==> config.mk <==
export PLATFORM = sky130hd
export DESIGN_NAME = memory_unit
export DESIGN_NICKNAME = d
export VERILOG_FILES = /design/src/rtl/memory_unit.sv
export SDC_FILE = /design/constraint.sdc
export NUM_CORES = 1
export LEC_CHECK = 0
export BUFFER_PORTS_ARGS = -buffer_cell sky130_fd_sc_hd__buf_2
export CAP_MARGIN = 20
export CELL_PAD_IN_SITES_DETAIL_PLACEMENT = 1
export CELL_PAD_IN_SITES_GLOBAL_PLACEMENT = 1
export CORE_ASPECT_RATIO = 0.75
export CORE_MARGIN = 2
export CORE_UTILIZATION = 39
export DETAILED_ROUTE_END_ITERATION = 7
export PLACE_DENSITY = 0.63
export SLEW_MARGIN = 10
export SYNTH_ARGS = -nofsm -noshare
export SYNTH_HDL_FRONTEND = slang
export SYNTH_SLANG_ARGS = --single-unit
export TNS_END_PERCENT = 30
==> constraint.sdc <==
create_clock -name clk -period 2.8 [get_ports clk]
set_clock_uncertainty 0.15 [all_clocks]
set_input_delay 0.28 -clock clk [delete_from_list [all_inputs] [get_ports clk]]
set_output_delay 0.28 -clock clk [all_outputs]
set_load 0.005 [all_outputs]
==> src/rtl/memory_unit.sv <==
// memory_unit: CPU RAM with power-up clear sweep and a program-load port.
// Ports:
//   clk, rst (async, active low)
//   bus_in            - value on the CPU bus
//   mar_read_from_bus - load MAR from bus_in[AWIDTH-1:0]
//   ram_read_from_bus - write bus_in into RAM[MAR]
//   ram_write_to_bus  - drive RAM[MAR] onto bus_out (asynchronous read)
//   bus_out, bus_out_en - read data / drive enable (data is 0 when not driving)
//   prog_mode, prog_valid, prog_addr, prog_data - loader interface
//   prog_ready, prog_count - loader handshake / saturating accepted-word count
//   cpu_hold          - CPU must stay halted (any state other than RUN)
//   conflict          - sticky: RAM read and write requested together in RUN
//   mar               - current MAR value
module memory_unit #(
    parameter int DEPTH  = 16,
    parameter int AWIDTH = 4,
    parameter int DWIDTH = 8
) (
    input  logic              clk,
    input  logic              rst,
    input  logic [DWIDTH-1:0] bus_in,
    input  logic              mar_read_from_bus,
    input  logic              ram_read_from_bus,
    input  logic              ram_write_to_bus,
    output logic [DWIDTH-1:0] bus_out,
    output logic              bus_out_en,
    input  logic              prog_mode,
    input  logic              prog_valid,
    input  logic [AWIDTH-1:0] prog_addr,
    input  logic [DWIDTH-1:0] prog_data,
    output logic              prog_ready,
    output logic [4:0]        prog_count,
    output logic              cpu_hold,
    output logic              conflict,
    output logic [AWIDTH-1:0] mar
);
    typedef enum logic [1:0] {S_CLEAR, S_RUN, S_PROG} state_t;

    state_t            state_q, state_d;
    logic [AWIDTH-1:0] clr_addr_q, clr_addr_d;
    logic [AWIDTH-1:0] mar_q, mar_d;
    logic [4:0]        prog_count_q, prog_count_d;
    logic              conflict_q, conflict_d;
    logic              we;
    logic [AWIDTH-1:0] waddr;
    logic [DWIDTH-1:0] wdata;
    logic [DWIDTH-1:0] ram [DEPTH];

    always_comb begin
        state_d      = state_q;
        clr_addr_d   = clr_addr_q;
        mar_d        = mar_q;
        prog_count_d = prog_count_q;
        conflict_d   = conflict_q;
        we           = 1'b0;
        waddr        = mar_q;
        wdata        = bus_in;
        case (state_q)
            S_CLEAR: begin
                we         = 1'b1;
                waddr      = clr_addr_q;
                wdata      = '0;
                clr_addr_d = clr_addr_q + AWIDTH'(1);
                if (clr_addr_q == AWIDTH'(DEPTH - 1)) begin
                    clr_addr_d   = '0;
                    state_d      = prog_mode ? S_PROG : S_RUN;
                    prog_count_d = '0;
                end
            end
            S_RUN: begin
                if (mar_read_from_bus) mar_d = bus_in[AWIDTH-1:0];
                // A read-and-drive collision keeps the bus read and drops the write.
                we = ram_read_from_bus && !ram_write_to_bus;
                if (ram_read_from_bus && ram_write_to_bus) conflict_d = 1'b1;
                if (prog_mode) begin
                    state_d      = S_PROG;
                    prog_count_d = '0;
                end
            end
            S_PROG: begin
                we    = prog_valid;
                waddr = prog_addr;
                wdata = prog_data;
                if (prog_valid && prog_count_q != 5'd31) prog_count_d = prog_count_q + 5'd1;
                if (!prog_mode) begin
                    state_d = S_RUN;
                    mar_d   = '0;
                end
            end
            default: state_d = S_CLEAR;
        endcase
    end

    always_ff @(posedge clk or negedge rst) begin
        if (!rst) begin
            state_q      <= S_CLEAR;
            clr_addr_q   <= '0;
            mar_q        <= '0;
            prog_count_q <= '0;
            conflict_q   <= 1'b0;
        end else begin
            state_q      <= state_d;
            clr_addr_q   <= clr_addr_d;
            mar_q        <= mar_d;
            prog_count_q <= prog_count_d;
            conflict_q   <= conflict_d;
        end
    end

    // No reset on the array; gating with rst drops a write interrupted by reset.
    always_ff @(posedge clk) begin
        if (rst && we) ram[waddr] <= wdata;
    end

    assign bus_out_en = (state_q == S_RUN) && ram_write_to_bus;
    assign bus_out    = bus_out_en ? ram[mar_q] : '0;
    assign prog_ready = state_q == S_PROG;
    assign cpu_hold   = state_q != S_RUN;
    assign prog_count = prog_count_q;
    assign conflict   = conflict_q;
    assign mar        = mar_q;
endmodule
After elaboration in Yosys (flattened, before gate mapping)

Memory sizes are Yosys's and may differ from the RTL's.
Cells that the tools add are included.

Flip-flop bits (word level): 16
RAM bits: 128
Memories: 1

$add $sub $neg: 2
Equality and inequality tests: 10
Muxes and demuxes: 19
Reduce and logical (&&, ||, !) cells: 13

Memory list:

| memory | words | bits a word | rd ports | clocked after Yosys merged registers in | write ports | line | text |
|---|---|---|---|---|---|---|---|
| ram    | 16    | 8           | 1        | 0                                       | 1           | 47   | `logic [DWIDTH-1:0] ram [DEPTH];` |

Operators with widths:

| cell                                                                     | count |
|---|---|
| 4-bit one-hot mux with 2 select lines                                    | 2 |
| 8-bit one-hot mux with 2 select lines                                    | 1 |
| 5-bit two-way mux                                                        | 3 |
| 5-bit one-hot mux with 3 select lines                                    | 1 |
| 4-bit two-way mux                                                        | 3 |
| 2-bit two-way mux                                                        | 4 |
| 8-bit two-way mux                                                        | 1 |
| 2-bit inequality test (second input constant)                            | 4 |
| 2-bit one-hot mux with 3 select lines                                    | 1 |
| 3-bit AND reduction                                                      | 2 |
| 5-bit by 1-bit adder with 5-bit output (second input constant)           | 1 |
| 1-bit logical AND                                                        | 5 |
| 5-bit inequality test (second input constant)                            | 1 |
| 4-bit by 1-bit adder with 4-bit output (second input constant)           | 1 |
| 4-bit equality test (second input constant)                              | 1 |
| 2-bit by 1-bit inequality test with 1-bit output (second input constant) | 2 |
| 4-bit AND reduction                                                      | 1 |
| 1-bit one-hot mux with 3 select lines                                    | 1 |
| 3-bit nonzero test                                                       | 1 |
| 2-bit by 1-bit equality test with 1-bit output (second input constant)   | 1 |
| 2-bit equality test (second input constant)                              | 1 |
| 2-bit zero test                                                          | 1 |
| 1-bit two-way mux                                                        | 2 |
| 2-bit AND reduction                                                      | 1 |
| 2 further kinds                                                          | 2 |

Longest topological paths before layout

Depth after elaboration: 6
Depth in mapped cells: 7
Gate-level depth less buffers: 7

Worst setup path before layout

OpenSTA, ideal clock, no wires.

Kind: flip-flop to flip-flop
Start point: register mar_q[2], in the netlist mar[2]
End point: memory ram[13][0], enable pin
Library setup time: 0.370 ns
Arrival time: 1.516 ns
Data required time: 2.280 ns
Setup slack: 0.763 ns
Cell stages (with the launch flop): 7
Cell sequence: dfrtp_1 > buf_2 > buf_2 > nand2_1 > o21ai_0 > nand4_1 > nor2_1

Word-level cells in the longest chain between the ends: 1

RTL lines:

| what                                  | line | text |
|---|---|---|
| from (decl)                           | 41   | `logic [AWIDTH-1:0] mar_q, mar_d;` |
| from (signal assigned)                | 104  | `mar_q <= mar_d;` |
| 4-bit one-hot mux with 2 select lines | 58   | `case (state_q)` |
| to (decl)                             | 47   |  |

Every way passes these cells.

Final worst setup path

Start point: register state_q[1]
End point: output port bus_out[5]

Word-level cells in the longest chain between the ends: 3

RTL lines:

| what                                           | line | text |
|---|---|---|
| from (decl)                                    | 39   | `state_t state_q, state_d;` |
| from (signal assigned)                         | 102  | `state_q <= state_d;` |
| 2-bit by 1-bit equality test with 1-bit output | 115  | `assign bus_out_en = (state_q == S_RUN) && ram_write_to_bus;` |
| 1-bit logical AND                              | 115  |  |
| 8-bit two-way mux                              | 116  | `assign bus_out = bus_out_en ? ram[mar_q] : '0;` |
| to (decl)                                      | 25   | `output logic [DWIDTH-1:0] bus_out,` |

Every way passes these cells.

==> impl_metrics.sql <==
INSERT INTO impl_metrics (metric_group, metric, value, unit) VALUES
('routing', 'finalWirelength', '13.6', 'mm'),
('layout', 'final_util', '48.1', '%'),
('worst_hold_path', 'worstHoldPathCells', '4', ''),
('critical_path', 'critical_path_class', 'reg2out', ''),
('critical_path', 'path_cells', 'and3b_1 -> and3_1 -> a22oi_1 -> o21ai_1 -> buf_2', ''),
('yosys', 'ys_warn_count', '0', ''),
('sta', 'worst_slew_margin_rel', '59.7', '%'),
('critical_path', 'worstReg2RegStart', 'state_q[1]', ''),
('yosys', 'ff_latch_count_synth', '144', ''),
('placed_design', 'dp_hpwl', '9.17', 'mm'),
('yosys', 'synth_cell_types', '35', ''),
('yosys', 'synthesized_netlist_cell_count', '330', ''),
('layout', 'final.fill_count', '1470', ''),
('placed_design', 'routabilityCongestion', '0.750', ''),
('pwr', 'power.density', '1080', 'mW/mm²'),
('yosys', 'synth_fp_nets', '360', ''),
('clock_tree', 'cts_tree', 'yes', ''),
('routing', 'detailroute.via_count', '3325', ''),
('sta', 'fin_setup_tns', '0', 'ns'),
('global_route', 'grt_first_pass_wirelength', '21.0', 'mm'),
('global_route', 'grt_usage', '17.9', '%'),
('clock_tree', 'cts_root_buffer', 'sky130_fd_sc_hd__clkbuf_16', ''),
('floorplanning', 'design.core.area', '0.0151', 'mm²'),
('sta', 'setup_viol_count_final', '0', ''),
('worst_hold_path', 'min-delay-start', 'mar_read_from_bus', ''),
('pwr', 'p_leak', '2.59', 'nW'),
('clock_tree', 'h-tree-depth', '4', ''),
('clock_tree', 'clk_transition_reported_paths', '0.06', 'ns'),
('sta', 'endpoints_failing_hold', '0', ''),
('critical_path', 'cp_max_fo', '16', ''),
('yosys', 'postSynth.topFlopCell', 'sky130_fd_sc_hd__edfxtp_1', ''),
('global_route', 'grt_max_degree', '27', ''),
('pwr', 'vdd.ir_drop.worst', '0.482', 'mV'),
('critical_path', 'critical_path_arrival', '2.19', 'ns'),
('layout', 'most_common_cell_after_layout_fill_and_taps_aside', 'sky130_fd_sc_hd__edfxtp_1', ''),
('sta', 'period_share', '93.7', '%'),
('global_route', 'grt_antenna_before_repair', '0', ''),
('clock_tree', 'clock-sinks', '144', ''),
('routing', 'first_iter_violations', '181', ''),
('sta', 'achievable-frequency', '0.381', 'GHz'),
('global_route', 'grt_overflow', '0', ''),
('floorplanning', 'io_pins', '48', ''),
('sta', 'final_max_slew_viol_count', '0', ''),
('sta', 'postLayoutSetupSlackWorst', '0.177', 'ns'),
('floorplanning', 'floorplan.initialDensity', '39.7', '%'),
('floorplanning', 'design.die.area', '0.0164', 'mm²'),
('critical_path', 'cp_data_required_time', '2.37', 'ns'),
('routing', 'route.detailed.wl_per_inst', '21.5', 'µm'),
('run', 'max_capacitance_violation_count', '0', ''),
('floorplanning', 'floorplan.die.width', '147', 'µm'),
('placed_design', 'port-buffer-count', '47', ''),
('run_status', 'outcome', 'completed', ''),
('routing', 'detail_route.first_pass.iterations', '4', ''),
('sta', 'min_period', '2.62', 'ns'),
('yosys', 'ys_async_sr_fraction', '11.1', '%'),
('floorplanning', 'die-height', '111', 'µm'),
('critical_path', 'timing.critical_path.slowest_cell_delay', '0.69', 'ns'),
('layout', 'flow.area_growth_from_synthesis', '21.4', '%'),
('critical_path', 'worstRegToRegCells', '5', ''),
('layout', 'antenna-diode-count', '0', ''),
('yosys', 'synth_area', '0.00600', 'mm²'),
('routing', 'via_per_inst', '5.27', ''),
('sta', 'rsz0062_at_grt', 'false', ''),
('clock_tree', 'cts_post_setup_buffers_inserted', '0', ''),
('yosys', 'synth.yosys.seq_area_share', '70.8', '%'),
('critical_path', 'regToRegEndpoint', 'ram[10][5]', ''),
('yosys', 'synth_enable_flop_cells', '128', ''),
('critical_path', 'minimum_setup_slack_among_reg_to_reg_paths', '0.57', 'ns'),
('layout', 'layout.area.seq', '0.00425', 'mm²'),
('clock_tree', 'clk-insertion-delay-late', '0.43', 'ns'),
('sta', 'worst-slew-pin-transition', '0.605', 'ns');
-- layer usage --
| metal | part of all wire, % | wire (µm) | global-route usage, % | vias to the layer above |
|---|---|---|---|---|
| li1 | - | - | - | 1521 |
| met2 | 47 | 6430 | 27.4 | 74 |
| met1 | 45 | 6170 | 25.2 | 1718 |
| met3 | 6.2 | 835 | 4.14 | 12 |
| met5 | 0 | 0 | 0 | - |
| met4 | 1.0 | 138 | 6.73 | 0 |
-- cell type report --
class	count	share of cell area, %
Timing Repair Buffer	81	7.49
Clock buffer	17	5.84
Inverter	3	0.155
Sequential cell	144	58.3
Clock inverter	15	2.34
Tap cell	205	3.52
Multi-Input combinational cell	166	22.3
-- kinds of logic after synthesis --
logic type | Yosys count | share of synthesized area (%)
AOI/OAI and AO/OA | 55 | 5.97
xor gates and xnor gates | 1 | 0.146
muxes | 46 | 15.5
adders and majority gates | 3 | 0.626
buffers and inverters | 20 | 2.17
and+or+nand+nor | 61 | 4.88
DFF | 144 | 70.8
-- critical path: cells and delay by family, from the launching register on --
family | cells | cell delay, ns
flops | 1 | 0.69
buf+inv | 1 | 0.15
simple gates | 2 | 0.60
compound gates | 2 | 0.33
-- repair_timing --
| item | 4_1_cts | 5_1_grt |
|---|---|---|
| hold buffers | 7 | 0 |
| resized for setup | 0 | 1 |
| endpoints found under the hold margin | 22 | 0 |
| setup endpoints to repair | 0 | 1 |
-- worst max-delay path by stage --
stage                from  slack (ns)    endpoint  cells after the start
2_1_floorplan      mar[2]        0.76  ram[13][0]                      6
3_3_place_gp       mar[2]        0.64  bus_out[4]                      5
3_5_place_dp   state_q[1]        0.56   ram[4][0]                      3
4_1_cts            mar[2]        0.12  bus_out[4]                      5
5_1_grt        state_q[1]        0.02  bus_out[5]                      5
6_report       state_q[1]        0.18  bus_out[5]                      5
-- report_power, final --
group	switching (mW)	internal (mW)	leakage (nW)
registers	0.239	2.97	1.39
logic	1.35	1.01	0.918
clock network	0.955	1.34	0.283
-- flip-flops by register name (all words and copies together), names as in the netlist --
name,cells
clr_addr_q,4
mar,4
conflict,1
state_q,2
prog_count,5
ram,128
-- cells in the mapped netlist, types with 8 or more instances --
| library cell | n | area, µm² |
|---|---|---|
| sky130_fd_sc_hd__mux2i_1 | 12 | 120 |
| sky130_fd_sc_hd__mux4_1 | 17 | 447 |
| sky130_fd_sc_hd__a22oi_1 | 8 | 60.1 |
| sky130_fd_sc_hd__mux4_2 | 15 | 338 |
| sky130_fd_sc_hd__nand2_1 | 17 | 63.8 |
| sky130_fd_sc_hd__o21ai_0 | 14 | 70.1 |
| sky130_fd_sc_hd__a22o_1 | 8 | 70.1 |
| sky130_fd_sc_hd__edfxtp_1 | 128 | 3840 |
| sky130_fd_sc_hd__o21ai_1 | 8 | 40.0 |
| sky130_fd_sc_hd__dfrtp_1 | 16 | 400 |
| sky130_fd_sc_hd__buf_2 | 10 | 50.1 |
| sky130_fd_sc_hd__nor2_1 | 23 | 86.3 |
-- per-stage QoR --
| step | cells | total power, mW | area [µm²] | hold slack (ns) |
|---|---|---|---|---|
| after global placement | 592 | 5.57 | 6610 | 0.167 |
| after floorplan | 330 | 4.75 | 6000 | -0.166 |
| after detailed placement | 592 | 5.66 | 6610 | 0.186 |
| final | 631 | 7.86 | 7280 | 0.126 |
| after CTS | 631 | 7.97 | 7280 | 0.101 |
| after global routing | 631 | 8.27 | 7280 | 0.170 |
Note: power is estimated with default switching activity, not from simulation.
